===== config.mk =====
export PLATFORM = sky130hd
export DESIGN_NAME = game_ctrl
export DESIGN_NICKNAME = d
export VERILOG_FILES = /design/src/rtl/game_pkg.sv /design/src/rtl/game_ctrl_btn_debounce.sv /design/src/rtl/game_ctrl.sv
export SDC_FILE = /design/constraint.sdc
export NUM_CORES = 1
export LEC_CHECK = 0
export CORE_MARGIN = 3
export CORE_UTILIZATION = 40
export DETAILED_ROUTE_END_ITERATION = 7
export GPL_ROUTABILITY_DRIVEN = 0
export HOLD_SLACK_MARGIN = 0.06
export PLACE_DENSITY_LB_ADDON = 0.25
export SLEW_MARGIN = 5
export SYNTH_ARGS = -nofsm -noshare
export SYNTH_HDL_FRONTEND = slang
export SYNTH_SLANG_ARGS = --single-unit
export TNS_END_PERCENT = 30

===== constraint.sdc =====
create_clock -name clk -period 3.3 [get_ports clk]
set_input_delay 0.99 -clock clk [delete_from_list [all_inputs] [get_ports clk]]
set_output_delay 0.99 -clock clk [all_outputs]
set_load 0.02 [all_outputs]

===== src/rtl/game_pkg.sv =====
// Shared game definitions: state codes used by game_ctrl, scene_display and
// the sprite layers, plus the saturating 4-digit BCD increment.
package game_pkg;

  localparam logic [1:0] GAME_INITIAL = 2'd0;
  localparam logic [1:0] GAME_PLAYING = 2'd1;
  localparam logic [1:0] GAME_OVER    = 2'd2;

  // Code 3 is never driven; it exists only so the FSM can recover from it.
  typedef enum logic [1:0] {
    ST_INITIAL = GAME_INITIAL,
    ST_PLAYING = GAME_PLAYING,
    ST_OVER    = GAME_OVER,
    ST_ILLEGAL = 2'd3
  } game_state_e;

  localparam logic [15:0] BCD4_MAX = 16'h9999;

  // Adds one to a 4-digit BCD value with per-digit carry; 9999 stays 9999.
  function automatic logic [15:0] bcd4_inc(input logic [15:0] v);
    logic [15:0] r;
    logic        carry;
    r     = v;
    carry = 1'b1;
    if (v != BCD4_MAX) begin
      for (int i = 0; i < 4; i++) begin
        if (carry) begin
          if (r[i*4 +: 4] == 4'd9) begin
            r[i*4 +: 4] = 4'd0;
          end else begin
            r[i*4 +: 4] = r[i*4 +: 4] + 4'd1;
            carry       = 1'b0;
          end
        end
      end
    end
    return r;
  endfunction

endpackage


===== src/rtl/game_ctrl_btn_debounce.sv =====
// Button conditioner: 2-FF synchroniser, debounce sampled only on the game
// tick, and a one-clk press pulse on the debounced 0->1 edge.
module btn_debounce #(
  parameter int DEB_TICKS = 3
) (
  input  logic clk_i,
  input  logic rst_i,
  input  logic btn_i,
  input  logic tick_i,
  output logic press_o
);

  localparam int CW = (DEB_TICKS < 2) ? 1 : $clog2(DEB_TICKS);

  logic [1:0]    sync_q;
  logic          level_q, level_d;
  logic [CW-1:0] cnt_q, cnt_d;
  logic          sample;

  assign sample = sync_q[1];

  // Bring the asynchronous button into the clock domain.
  always_ff @(posedge clk_i or posedge rst_i) begin
    if (rst_i) sync_q <= 2'b00;
    else       sync_q <= {sync_q[0], btn_i};
  end

  // Count consecutive tick samples that disagree with the accepted level;
  // the level flips on the DEB_TICKS-th one, and a rising flip is a press.
  always_comb begin
    level_d = level_q;
    cnt_d   = cnt_q;
    press_o = 1'b0;
    if (tick_i) begin
      if (sample == level_q) begin
        cnt_d = '0;
      end else if (cnt_q == CW'(DEB_TICKS - 1)) begin
        level_d = sample;
        cnt_d   = '0;
        press_o = sample;
      end else begin
        cnt_d = cnt_q + 1'b1;
      end
    end
  end

  // Debounce state register; released level after reset.
  always_ff @(posedge clk_i or posedge rst_i) begin
    if (rst_i) begin
      level_q <= 1'b0;
      cnt_q   <= '0;
    end else begin
      level_q <= level_d;
      cnt_q   <= cnt_d;
    end
  end

endmodule


===== src/rtl/game_ctrl.sv =====
// Game controller: tick divider, debounced buttons, INITIAL/PLAYING/OVER FSM,
// BCD score with saturation and the high score captured on game over.
module game_ctrl
  import game_pkg::*;
#(
  parameter int CLK_FREQ  = 100_000_000,
  parameter int TICK_HZ   = 100,
  parameter int DEB_TICKS = 3,
  parameter int SCORE_DIV = 10,
  parameter int OVER_HOLD = 100
) (
  input  logic        clk,
  input  logic        rst,
  input  logic        btn_start,
  input  logic        btn_jump,
  input  logic        collision,
  output logic [1:0]  game_state,
  output logic        clk_100Hz,
  output logic        tick_100Hz,
  output logic        jump_pulse,
  output logic [15:0] score_bcd,
  output logic [15:0] hi_bcd
);

  localparam int DIV = CLK_FREQ / TICK_HZ;
  localparam int DW  = $clog2(DIV);
  localparam int SW  = (SCORE_DIV < 2) ? 1 : $clog2(SCORE_DIV);
  localparam int HW  = $clog2(OVER_HOLD + 1);

  logic [DW-1:0] cnt_q, cnt_d;
  logic          tick_q, clk100_q;

  game_state_e   state_q, state_d;
  logic [15:0]   score_q, score_d;
  logic [15:0]   hi_q, hi_d;
  logic [SW-1:0] sub_q, sub_d;
  logic [HW-1:0] hold_q, hold_d;

  logic          start_press, jump_press;

  // Free-running divider count 0..DIV-1.
  always_comb begin
    cnt_d = (cnt_q == DW'(DIV - 1)) ? '0 : cnt_q + 1'b1;
  end

  // Divider registers: tick is high in the clk after the count wraps, the
  // square wave is high while the count is in its lower half (one clk lag).
  always_ff @(posedge clk or posedge rst) begin
    if (rst) begin
      cnt_q    <= '0;
      tick_q   <= 1'b0;
      clk100_q <= 1'b0;
    end else begin
      cnt_q    <= cnt_d;
      tick_q   <= (cnt_q == DW'(DIV - 1));
      clk100_q <= (cnt_q < DW'(DIV / 2));
    end
  end

  btn_debounce #(.DEB_TICKS(DEB_TICKS)) u_deb_start (
    .clk_i   (clk),
    .rst_i   (rst),
    .btn_i   (btn_start),
    .tick_i  (tick_q),
    .press_o (start_press)
  );

  btn_debounce #(.DEB_TICKS(DEB_TICKS)) u_deb_jump (
    .clk_i   (clk),
    .rst_i   (rst),
    .btn_i   (btn_jump),
    .tick_i  (tick_q),
    .press_o (jump_press)
  );

  // Next state, score, hold and high score; tick actions always use the
  // current (pre-transition) state, and a collision suppresses everything
  // else in PLAYING for that clk.
  always_comb begin
    state_d    = state_q;
    score_d    = score_q;
    hi_d       = hi_q;
    sub_d      = sub_q;
    hold_d     = hold_q;
    jump_pulse = 1'b0;
    case (state_q)
      ST_INITIAL: begin
        score_d = '0;
        sub_d   = '0;
        if (start_press || jump_press) state_d = ST_PLAYING;
      end
      ST_PLAYING: begin
        if (collision) begin
          state_d = ST_OVER;
          hold_d  = '0;
          // Packed BCD compares correctly as an unsigned binary number.
          if (score_q > hi_q) hi_d = score_q;
        end else begin
          if (jump_press) jump_pulse = 1'b1;
          if (tick_q) begin
            if (sub_q == SW'(SCORE_DIV - 1)) begin
              sub_d   = '0;
              score_d = bcd4_inc(score_q);
            end else begin
              sub_d = sub_q + 1'b1;
            end
          end
        end
      end
      ST_OVER: begin
        if (tick_q && (hold_q != HW'(OVER_HOLD))) hold_d = hold_q + 1'b1;
        if (start_press && (hold_q == HW'(OVER_HOLD))) begin
          state_d = ST_INITIAL;
          score_d = '0;
        end
      end
      default: state_d = ST_INITIAL;
    endcase
  end

  // Game state, score and high score registers.
  always_ff @(posedge clk or posedge rst) begin
    if (rst) begin
      state_q <= ST_INITIAL;
      score_q <= '0;
      hi_q    <= '0;
      sub_q   <= '0;
      hold_q  <= '0;
    end else begin
      state_q <= state_d;
      score_q <= score_d;
      hi_q    <= hi_d;
      sub_q   <= sub_d;
      hold_q  <= hold_d;
    end
  end

  assign game_state = state_q;
  assign clk_100Hz  = clk100_q;
  assign tick_100Hz = tick_q;
  assign score_bcd  = score_q;
  assign hi_bcd     = hi_q;

endmodule


# Yosys cells after proc, flatten, opt, wreduce, memory -nomap -nowiden
# Cells that the tools add are included.
[classes] addsub=9 order_cmp=2 eq_ne=26 n_mux=58 n_bitwise=2 reduce_logical=17
[ops] operator="$mux W16" count=5
[ops] operator="$pmux W16 S3" count=1
[ops] operator="$mux W4" count=10
[ops] operator="$mux W1" count=29
[ops] operator="$ne A2 B2 Y1 const B" count=11
[ops] operator="$reduce_and A7 Y1" count=3
[ops] operator="$add A20 B1 Y20 const B" count=1
[ops] operator="$add A4 B1 Y4 const B" count=5
[ops] operator="$eq A20 B20 Y1 const B" count=1
[ops] operator="$eq A4 B4 Y1 const B" count=5
[ops] operator="$lt A20 B19 Y1 const B" count=1
[ops] operator="$mux W20" count=1
[ops] operator="$reduce_and A3 Y1" count=6
[ops] operator="$gt A16 B16 Y1" count=1
[ops] operator="$ne A16 B16 Y1 const B" count=1
[ops] operator="$mux W2" count=7
[ops] operator="$mux W7" count=2
[ops] operator="$pmux W7 S2" count=1
[ops] operator="$pmux W4 S2" count=1
[ops] operator="$add A7 B1 Y7 const B" count=1
[ops] operator="$eq A7 B7 Y1 const B" count=1
[ops] operator="$ne A7 B7 Y1 const B" count=1
[ops] operator="$eq A2 B2 Y1 const B" count=3
[ops] operator="$pmux W2 S3" count=1
[ops] operator="10 further kinds" count=15
[word_totals] ff_bits=77 word_cells=131

# Longest topological paths before layout
[depth] depth_word=25 mapped_depth=8 depth_no_buf=7

# By module
# Synthesis repeated with hierarchy kept, for this count alone.
[hier_totals] hier_cells=458 hier_area_um2=4465.5
[modules_own_cells] mod="game_ctrl" n_inst=1 cells_each=426 area_each_um2=4065.1 seq_area_each_um2=1676.6
[modules_own_cells] mod="btn_debounce" n_inst=2 cells_each=16 area_each_um2=200.2 seq_area_each_um2=125.1

# Worst setup path after synthesis
# Ideal clock, no wire load.
[synth_path] kind="register -> output" startpoint="register tick_q (netlist: tick_100Hz)" endpoint="output port jump_pulse" arrival_ps=1862 required_ps=2310 path_slack_ps=448 path_stages_with_launch=5 cell_sequence="dfrtp_1 -> buf_2 -> nand2_1 -> or4b_2 -> nor3_1"
[synth_via] elab_chain_cells=4
[synth_rtl] item="from (decl)" line_no="game_ctrl.sv:31" source="logic tick_q, clk100_q;"
[synth_rtl] item="from (signal assigned)" line_no="game_ctrl.sv:55" source="tick_q <= (cnt_q == DW'(DIV - 1));"
[synth_rtl] item="$mux W1" line_no="game_ctrl_btn_debounce.sv:34" source="if (tick_i) begin"
[synth_rtl] item="$mux W1" line_no="game_ctrl.sv:99" source="if (jump_press) jump_pulse = 1'b1;"
[synth_rtl] item="$mux W1" line_no="game_ctrl.sv:93" source="if (collision) begin"
[synth_rtl] item="$mux W1" line_no="game_ctrl.sv:86" source="case (state_q)"
[synth_rtl] item="to (decl)" line_no="game_ctrl.sv:20" source="output logic jump_pulse,"
# Every way passes these cells.

# Worst setup path in the final report
[layout_path] startpoint="register u_deb_jump.cnt_q[0]" endpoint="output port jump_pulse"
[layout_via] elab_chain_cells=7
[layout_rtl] item="from (decl)" line_no="game_ctrl_btn_debounce.sv:17" source="logic [CW-1:0] cnt_q, cnt_d;"
[layout_rtl] item="from (signal assigned)" line_no="game_ctrl_btn_debounce.sv:54" source="cnt_q <= cnt_d;"
[layout_rtl] item="$eq A2 B2 Y1" line_no="game_ctrl_btn_debounce.sv:37" source="end else if (cnt_q == CW'(DEB_TICKS - 1)) begin"
[layout_rtl] item="$mux W1" line_no="game_ctrl_btn_debounce.sv:37"
[layout_rtl] item="$mux W1" line_no="game_ctrl_btn_debounce.sv:35" source="if (sample == level_q) begin"
[layout_rtl] item="$mux W1" line_no="game_ctrl_btn_debounce.sv:34"
[layout_rtl] item="$mux W1" line_no="game_ctrl.sv:99"
[layout_rtl] item="$mux W1" line_no="game_ctrl.sv:93"
[layout_rtl] item="$mux W1" line_no="game_ctrl.sv:86"
# Every way passes these cells.

==> out/qor.csv <==
stage,metric,value,unit
clock_network,cts_resized,1,
critical_path,cp_slowest_cell,or4b_2,
global_routing,grt-busiest-layer,met2,
floorplan,core-area,9910,µm²
global_routing,grt_pass1_wl,14400,µm
placement,io_buffers,41,
worst_hold_path,hold_path_class,reg -> reg,
floorplan,die_h,108,µm
critical_path,start_kind,flip-flop,
layout,final_area,4970,µm²
global_routing,use_met1,21.0,%
routing,vias_per_cell,5.25,
sta,tns,0,ns
floorplan,ios,42,
sta,rsz0062_at_grt,no,
sta,finalHoldViolations,0,
routing,antenna_left,0,
floorplan,die_area,11600,µm²
routing,wire_per_inst,14.0,µm
yosys,syn_nets,428,
global_routing,antenna_found_initial,0,
clock_network,hold_buffers,0,
yosys,synthArstFlopShare,100,%
global_routing,grt_max_degree,78,
global_routing,grt_overflow,0,
routing,dr.first_iter.drc_count,191,
floorplan,die_x,108,µm
global_routing,met2_usage,24.3,%
critical_path,worstPathArrival,1.99,ns
critical_path,crit_fanout,3,
yosys,syn_area_per_cell,10.5,µm²
placement,place_ws,0.0420,ns
critical_path,critPathCaptureType,output pin,
yosys,yosys_register_bits,77,
yosys,ys.flop_type,dfrtp_1,
global_routing,grt_use_total,15.4,%
sta,fmax,335,MHz
clock_network,cts.sinks,77,
global_routing,grt_pass1_vias,3095,
global_routing,met3_usage,3.36,%
clock_network,cts_buffer_depth,2,
run_status,status,completed,
routing,vias,3070,
critical_path,path_class,reg -> out,
yosys,ys_warn_count,0,
critical_path,worst_ep_required_time,2.31,ns
critical_path,crit_path_max_incr_delay,0.69,ns
sta,relSlewSlack,40.2,%
clock_network,clkTransAtPathRegs,0.08,ns
layout,nets,481,
clock_network,clockRootBuffer,clkbuf_8,
layout,drive_gt1_share,12.4,%
sta,worst_slack,0.318,ns
clock_network,numCtsBuffers,9,
run,drv_cap,0,
yosys,yosysUniqueCellTypes,51,
layout,multiInputGateArea,2050,µm²
layout,area_delta_synth_final,19.8,%
floorplan,fp-row-count,36,
sta,fin_worst_skew,0.00970,ns
pwr,ir_drop,209,µV
yosys,yosysSeqAreaShare,46.4,%
routing,first_pass_iters,4,
floorplan,start_util,41.9,%
routing,drt_wl_total,8170,µm
yosys,ys_top_cells_by_area,"dfrtp_1, ha_1, mux2_2, xor2_1, nor2_1",
routing,post-route-drc-count,0,
layout,fillers,918,
layout,register_area,1930,µm²
sta,slew_viol_final,0,
yosys,post-synth-top-area-fraction,46.4,%
pwr,power_density,342,nW/µm²
yosys,synth_edf_count,0,
clock_network,post_cts_buffers,0,
sta,min_period_over_period,90.4,%
clock_network,clk_latency,0.35,ns
yosys,syn-instance-count,394,
sta,tightest_slew,0.894,ns
yosys,yosys.area.top_type,dfrtp_1,
placement,dp_hpwl,5930,µm
layout,n_antenna_cell,0,
yosys,syn_area,4150,µm²
pwr,p_leak,2.25,nW
clock_network,htreeDepth,3,
sta,finalSetupViolCount,0,
critical_path,crit_chain,or4b_2 -> nor3_1 -> dlygate4sd2_1,
placement,dpl_cell_area,4780,µm²
sta,period_needed,2.98,ns
clock_network,cts_tree,yes,
[per-stage QoR]
| step | hold slack [ns] | utilization [%] | total power, mW | cells |
|---|---|---|---|---|
| after global placement | 0.336 | 48.2 | 1.01 | 569 |
| after CTS | 0.358 | 50.2 | 1.73 | 585 |
| after floorplan | 0.331 | - | 0.993 | 394 |
| after detailed placement | 0.337 | 48.2 | 1.01 | 569 |
| final | 0.355 | 50.2 | 1.70 | 585 |
| after global routing | 0.369 | 50.2 | 1.78 | 585 |
[worst max-delay path: cells and delay by family, from the launching register on]
family	cells	cell delay, ns
buf+inv	1	0.36
flops	1	0.39
simple gates	2	0.89
[power breakdown]
part	internal (mW)	total, mW	switching (mW)
Combinational	0.0123	0.0363	0.0239
Sequential	0.948	0.953	0.00492
Clock	0.352	0.711	0.359
Total	1.31	1.70	0.388
[per-layer routing]
metal / vias up / share of wire, %
li1: 1504 / -
met5: - / 0
met1: 1514 / 49
met3: 7 / 3.8
met2: 45 / 46
met4: 0 / 0.93
[cell type report]
cell class | instances | share of cell area [%]
multi-input cells | 277 | 41.3
flip-flops and latches | 77 | 38.7
repair buffers | 52 | 10.4
well taps | 133 | 3.35
clock buffers | 9 | 2.49
inverters | 30 | 2.26
clock inverters | 7 | 1.48
[flip-flops by register name, summed over array words and instances (netlist names)]
register / count
hi_bcd: 16
score_bcd: 16
cnt_q: 20
sub_q: 4
u_deb_jump.sync_q: 2
u_deb_start.level_q: 1
tick_100Hz: 1
u_deb_jump.cnt_q: 2
u_deb_start.cnt_q: 2
u_deb_jump.level_q: 1
u_deb_start.sync_q: 2
hold_q: 7
game_state: 2
clk_100Hz: 1
[cell usage in the layout, fill, tap and decap left out, drive strengths merged, types with 9 or more instances in the layout]
cell and instances:
nor2 32, nand3 20, xor2 18, nand2b 9, and3 9, ha 29
nand2 23, o21ai 12, nor3 11, dfrtp 77, inv 31, mux2 20
nand4 13, buf 11, clkbuf 9, clkdlybuf4s50 40
[worst paths after layout]
check	to	start	cells after the start	slack, ns
setup / recovery	jump_pulse	u_deb_jump.cnt_q[0]$_DFFE_PP0P_	3	0.32
hold / removal	u_deb_start.sync_q[1]$_DFF_PP0_	u_deb_start.sync_q[0]$_DFF_PP0_	0	0.36
setup reg to reg	hi_bcd[12]$_DFFE_PP0P_	score_bcd[10]$_DFFE_PP0P_	7	0.52
hold reg to reg	u_deb_start.sync_q[1]$_DFF_PP0_	u_deb_start.sync_q[0]$_DFF_PP0_	0	0.36
max in group asynchronous	sub_q[1]$_DFFE_PP0P_	rst	3	1.91
min in group asynchronous	hi_bcd[13]$_DFFE_PP0P_	rst	3	1.02
[kinds of logic (layout without fill, tap and decap cells)]
family / Yosys count / after routing / share of synthesized area [%]
AOI/OAI and AO/OA: 53 / 53 / 9.01
xor gates and xnor gates: 25 / 25 / 5.28
adders and majority gates: 29 / 29 / 8.74
buffers and inverters: 40 / 98 / 4.10
DFF: 77 / 77 / 46.4
muxes: 27 / 27 / 7.57
and+or+nand+nor: 143 / 143 / 18.9
[cell usage after synthesis (2+ instances only)]
library cell	count
dfrtp_1	77
nor2_1	32
inv_1	30
ha_1	29
nand2_1	23
nand3_1	20
xor2_1	18
mux2_2	15
nand4_1	12
o21ai_0	11
and3_1	9
nand2b_1	9
nor3_1	9
a21oi_1	7
mux2i_1	7
nand3b_1	7
xnor2_1	7
clkbuf_1	6
mux2_4	5
a21o_1	4
nor3b_1	4
o22ai_1	4
o31ai_1	4
a211oi_1	3
a22o_1	3
a31oi_1	3
buf_2	3
nor2b_1	3
or4_1	3
nor3_2	2
nor4_1	2
nor4b_2	2
o31a_1	2
or3_1	2
No activity file was read; power rests on OpenSTA's default activity.
